## config.mk

```make
export PLATFORM = sky130hd
export DESIGN_NAME = sr_drive_ctrl
export DESIGN_NICKNAME = d
export VERILOG_FILES = /design/src/rtl/sr_pkg.sv /design/src/rtl/sr_drive_ctrl.sv
export SDC_FILE = /design/constraint.sdc
export NUM_CORES = 1
export LEC_CHECK = 0
export CORE_AREA = 2 2 45 47
export CTS_CLUSTER_DIAMETER = 30
export DETAILED_ROUTE_END_ITERATION = 8
export DIE_AREA = 0 0 47 49
export PLACE_DENSITY_LB_ADDON = 0.08
export SLEW_MARGIN = 20
export SYNTH_ARGS = -nofsm -noshare
export SYNTH_HDL_FRONTEND = slang
export SYNTH_SLANG_ARGS = --single-unit
```

## constraint.sdc

```tcl
create_clock -name clk -period 1.8 [get_ports clk]
set_input_delay 0.36 -clock clk [delete_from_list [all_inputs] [get_ports clk]]
set_output_delay 0.36 -clock clk [all_outputs]
set_load 0.1 [all_outputs]
```

## src/rtl/sr_pkg.sv

```systemverilog
// Shared types and limits for the SR flip-flop drive controller.
package sr_pkg;

  typedef enum logic [1:0] {
    IDLE  = 2'd0,
    PULSE = 2'd1,
    RECOV = 2'd2
  } sr_state_t;

  localparam int SR_CNT_W = 4;

  localparam int PULSE_W_MIN = 1;
  localparam int PULSE_W_MAX = 15;
  localparam int RECOV_W_MIN = 0;
  localparam int RECOV_W_MAX = 15;

endpackage

```

## src/rtl/sr_drive_ctrl.sv

```systemverilog
// Turns level requests into timed, never-overlapping set/reset pulses.
// Optional readback check of the driven flop is enabled by SR_READBACK_CHECK_EN.
module sr_drive_ctrl
  import sr_pkg::*;
#(
  parameter int PULSE_W = 2,
  parameter int RECOV_W = 1
) (
  input  logic clk,
  input  logic rst,
  input  logic req_valid,
  input  logic req_val,
  output logic req_ready,
  output logic s,
  output logic r,
  output logic busy,
  output logic cur_val,
  output logic cur_known
`ifdef SR_READBACK_CHECK_EN
  ,
  input  logic q_fb,
  output logic fb_err
`endif
);

  if (PULSE_W < PULSE_W_MIN || PULSE_W > PULSE_W_MAX) begin : g_bad_pulse_w
    $error("sr_drive_ctrl: PULSE_W out of range");
  end
  if (RECOV_W < RECOV_W_MIN || RECOV_W > RECOV_W_MAX) begin : g_bad_recov_w
    $error("sr_drive_ctrl: RECOV_W out of range");
  end

  localparam logic [SR_CNT_W-1:0] PULSE_LAST = SR_CNT_W'(PULSE_W - 1);
  localparam logic [SR_CNT_W-1:0] RECOV_LAST = SR_CNT_W'((RECOV_W > 0) ? RECOV_W - 1 : 0);

  sr_state_t           state_q, state_d;
  logic [SR_CNT_W-1:0] cnt_q, cnt_d;
  logic                val_q, val_d;
  logic                s_q, s_d;
  logic                r_q, r_d;
  logic                cur_val_q, cur_val_d;
  logic                cur_known_q, cur_known_d;
  logic                drive;
  logic                drive_val;
  logic                xfer;
  logic                redundant;

  assign xfer      = req_valid && (state_q == IDLE);
  assign redundant = cur_known_q && (req_val == cur_val_q);

  always_comb begin
    state_d     = state_q;
    cnt_d       = cnt_q + 1'b1;
    val_d       = val_q;
    cur_val_d   = cur_val_q;
    cur_known_d = cur_known_q;
    drive       = 1'b0;
    drive_val   = val_q;
    case (state_q)
      IDLE: begin
        cnt_d = '0;
        if (xfer && !redundant) begin
          state_d   = PULSE;
          val_d     = req_val;
          drive     = 1'b1;
          drive_val = req_val;
        end
      end
      PULSE: begin
        if (cnt_q == PULSE_LAST) begin
          cnt_d       = '0;
          cur_val_d   = val_q;
          cur_known_d = 1'b1;
          state_d     = (RECOV_W > 0) ? RECOV : IDLE;
        end else begin
          drive = 1'b1;
        end
      end
      RECOV: begin
        if (cnt_q == RECOV_LAST) begin
          cnt_d   = '0;
          state_d = IDLE;
        end
      end
      default: begin
        cnt_d   = '0;
        state_d = IDLE;
      end
    endcase
    // Both pulse lines come from one level, so they can never be high together.
    s_d = drive & drive_val;
    r_d = drive & ~drive_val;
  end

  always_ff @(posedge clk) begin
    if (rst) begin
      state_q     <= IDLE;
      cnt_q       <= '0;
      val_q       <= 1'b0;
      s_q         <= 1'b0;
      r_q         <= 1'b0;
      cur_val_q   <= 1'b0;
      cur_known_q <= 1'b0;
    end else begin
      state_q     <= state_d;
      cnt_q       <= cnt_d;
      val_q       <= val_d;
      s_q         <= s_d;
      r_q         <= r_d;
      cur_val_q   <= cur_val_d;
      cur_known_q <= cur_known_d;
    end
  end

  assign req_ready = (state_q == IDLE);
  assign busy      = (state_q != IDLE);
  assign s         = s_q;
  assign r         = r_q;
  assign cur_val   = cur_val_q;
  assign cur_known = cur_known_q;

`ifdef SR_READBACK_CHECK_EN
  logic post_q, post_d;
  logic fb_err_q, fb_err_d;
  logic fb_hit;

  // The mismatch shows on fb_err in the checked cycle itself, then latches.
  always_comb begin
    post_d   = (state_q == PULSE) && (cnt_q == PULSE_LAST);
    fb_hit   = post_q && (q_fb != cur_val_q);
    fb_err_d = fb_err_q | fb_hit;
  end

  always_ff @(posedge clk) begin
    if (rst) begin
      post_q   <= 1'b0;
      fb_err_q <= 1'b0;
    end else begin
      post_q   <= post_d;
      fb_err_q <= fb_err_d;
    end
  end

  assign fb_err = fb_err_d;
`endif

endmodule

```

==> flow_metrics.py <==
metrics = {
    "grt": {
        "antenna_found_initial": 0,
        "grt_pass1_vias": 419,
        "grt_pass1_wl_um": 1790,
        "grt_max_degree": 11,
        "overflow": 0,
        "grt_use_total_pct": 10.8,
    },
    "pwr": {
        "p_int_mw": 0.628,
        "seq_power_share_pct": 26.4,
        "power.density_nw_per_um2": 1460,
        "switching_share_pct": 46.2,
        "worst_ir_drop_vdd_mv": 1.06,
        "power.switching_mw": 0.539,
        "p_comb_share_pct": 59.3,
        "leakage_nw": 0.314,
        "clkPwrFrac_pct": 14.3,
    },
    "setup_path": {
        "cp_max_fo": 5,
        "cp-start-kind": "flip-flop",
        "criticalPathCategory": "flip-flop to flip-flop",
        "critPathRequiredTime_ps": 2000,
        "arrival_ps": 1890,
        "r2r_slack_ps": 110,
        "critPathCaptureType": "flip-flop",
    },
    "timing": {
        "timing.hold.ws_ps": 489,
        "finalHoldViolCount": 0,
        "fmax_ghz": 0.591,
        "worstMarginPinSlew_ps": 330,
        "post-route-period-util_pct": 93.9,
        "setup-tns-final_ps": 0,
        "slew-limit-headroom_pct": 77.9,
        "rsz0062_at_grt": "false",
        "finalSetupViolCount": 0,
        "worst_clock_skew_ps": 3.21,
        "period_minus_slack_ps": 1690,
        "slew_viol_final": 0,
    },
    "logic_synthesis": {
        "synth_area_um2": 568,
        "syn_area_per_cell_um2": 9.47,
        "netlist_instances": 60,
        "ys_warn_count": 0,
        "synth_flop_cell": "dfxtp_1",
        "async_flop_share_pct": 0,
        "synth_cell_types": 22,
        "synth_seq_cells": 11,
        "synth_seq_area_share_pct": 38.8,
        "synth_edf_count": 0,
        "synth_nets": 71,
    },
    "floorplan": {
        "fp-row-count": 16,
        "die_h_um": 49,
        "die_x_um": 47,
        "core-area_um2": 1840,
        "dieArea_um2": 2300,
        "ioPinCount": 10,
        "initial_core_util_pct": 30.8,
    },
    "clock_network": {
        "cts_max_level": 1,
        "clock_sinks": 11,
        "cts_hold_buf": 0,
        "path_clk_slew_ps": 70,
        "post_cts_buffers": 0,
        "cts_root_buf": "clkbuf_4",
        "cts_tree": "yes",
        "clk_latency_ps": 260,
        "post_cts_resized": 0,
        "cts_made_buffers": 3,
        "clock_path_buffers": 2,
    },
    "cells_and_area": {
        "stdcell_area_um2": 798,
        "final_net_count": 85,
        "layoutNonFillerInstCount": 100,
        "antenna_cells": 0,
        "drive_above_1_share_pct": 21.9,
        "area_growth_pct": 40.5,
        "final_common_cell": "dfxtp_1",
        "final_cell_mix": "dfxtp_1 (11), nor2_1 (7), inv_1 (6), ha_1 (6), buf_12 (6)",
        "fin_util_pct": 43.3,
    },
    "routing": {
        "drt_wl_total_um": 1010,
        "wl_per_cell_um": 10.1,
        "firstDrtPassIters": 4,
        "dr.max_layer_used": "met4",
        "num_vias": 444,
        "wl_met2_um": 467,
        "drt_iter0_markers": 7,
        "drcViolationCount": 0,
        "met3_length_um": 46,
        "antenna_left": 0,
        "viasPerCell": 4.44,
        "wl_met1_um": 483,
    },
    "placement": {
        "dp.cells": 96,
        "placed_area_um2": 772,
        "io_buffers": 9,
        "place.gp.congestion": 0.669,
        "dp_hpwl_um": 780,
    },
    "worst_hold_path": {
        "min_path_type": "flip-flop to flip-flop",
    },
    "status": {
        "status": "finished clean",
    },
    "job": {
        "cap_violations": 0,
    },
}
[per-stage QoR]
step | power [mW] | worst slack, ps
3_5_place_dp | 1.01 | 91.8
4_1_cts | 1.18 | 87.3
6_report | 1.17 | 109
5_1_grt | 1.24 | 13.4
3_3_place_gp | 1.01 | 117
2_1_floorplan | 0.799 | 25.5
[path summary, 6_finish.rpt]
kind / from / endpoint / cells past startpoint
min: val_q / val_q / 2
max reg2reg: cnt_q[0] / state_q[0] / 5
min reg2reg: val_q / val_q / 2
max: cnt_q[0] / state_q[0] / 5
[power by group through the flow]
| stage | registers [mW] | logic [mW] | clock network, mW |
|---|---|---|---|
| after global routing | 0.313 | 0.737 | 0.187 |
| after detailed placement | 0.313 | 0.698 | 0 |
| after global placement | 0.313 | 0.697 | 0 |
| after floorplan | 0.381 | 0.418 | 0 |
| after CTS | 0.309 | 0.700 | 0.176 |
| final | 0.308 | 0.691 | 0.167 |
[critical path, cell delays in order (launching register included)]
cell and delay, ps:
dfxtp_1 410, ha_1 190, or3b_4 400, a22oi_2 200
a21boi_2 230, mux2i_1 190
[state kept, by name (all words and copies together) (netlist names)]
signal     flops
cnt_q          4
cur_val        1
s              1
val_q          1
r              1
cur_known      1
state_q        2
[synth_stat cells (2+ instances only)]
cell type	n	area [µm²]
a21oi_1	3	15.0
dfxtp_1	11	220
ha_1	7	87.6
inv_1	7	26.3
mux2i_1	3	30.0
nand2b_1	4	25.0
nand3_1	2	10.0
nand4_1	2	12.5
nor2_1	7	26.3
xor2_1	2	17.5
[layout make-up]
class | count | area, µm²
clock buffers | 4 | 26.3
well taps | 27 | 33.8
multi-input cells | 41 | 330
fillers | 200 | 1040
inverters | 7 | 30.0
flip-flops and latches | 11 | 220
repair buffers | 10 | 158
[kinds of logic after synthesis]
logic type      after synthesis  synth area share (%)
mux                           3                  5.29
fa+ha+maj                     7                  15.4
buf+inv                       8                  5.29
compound gates                9                  11.9
xor+xnor                      3                  4.63
simple gates                 19                  18.7
flops                        11                  38.8
[routing by layer]
metal	global-route usage, %	vias up
met2	16.0	10
met5	0	-
met1	13.0	203
li1	-	229
met3	5.56	2
met4	4.17	0
(Power assumes the default switching activity.)
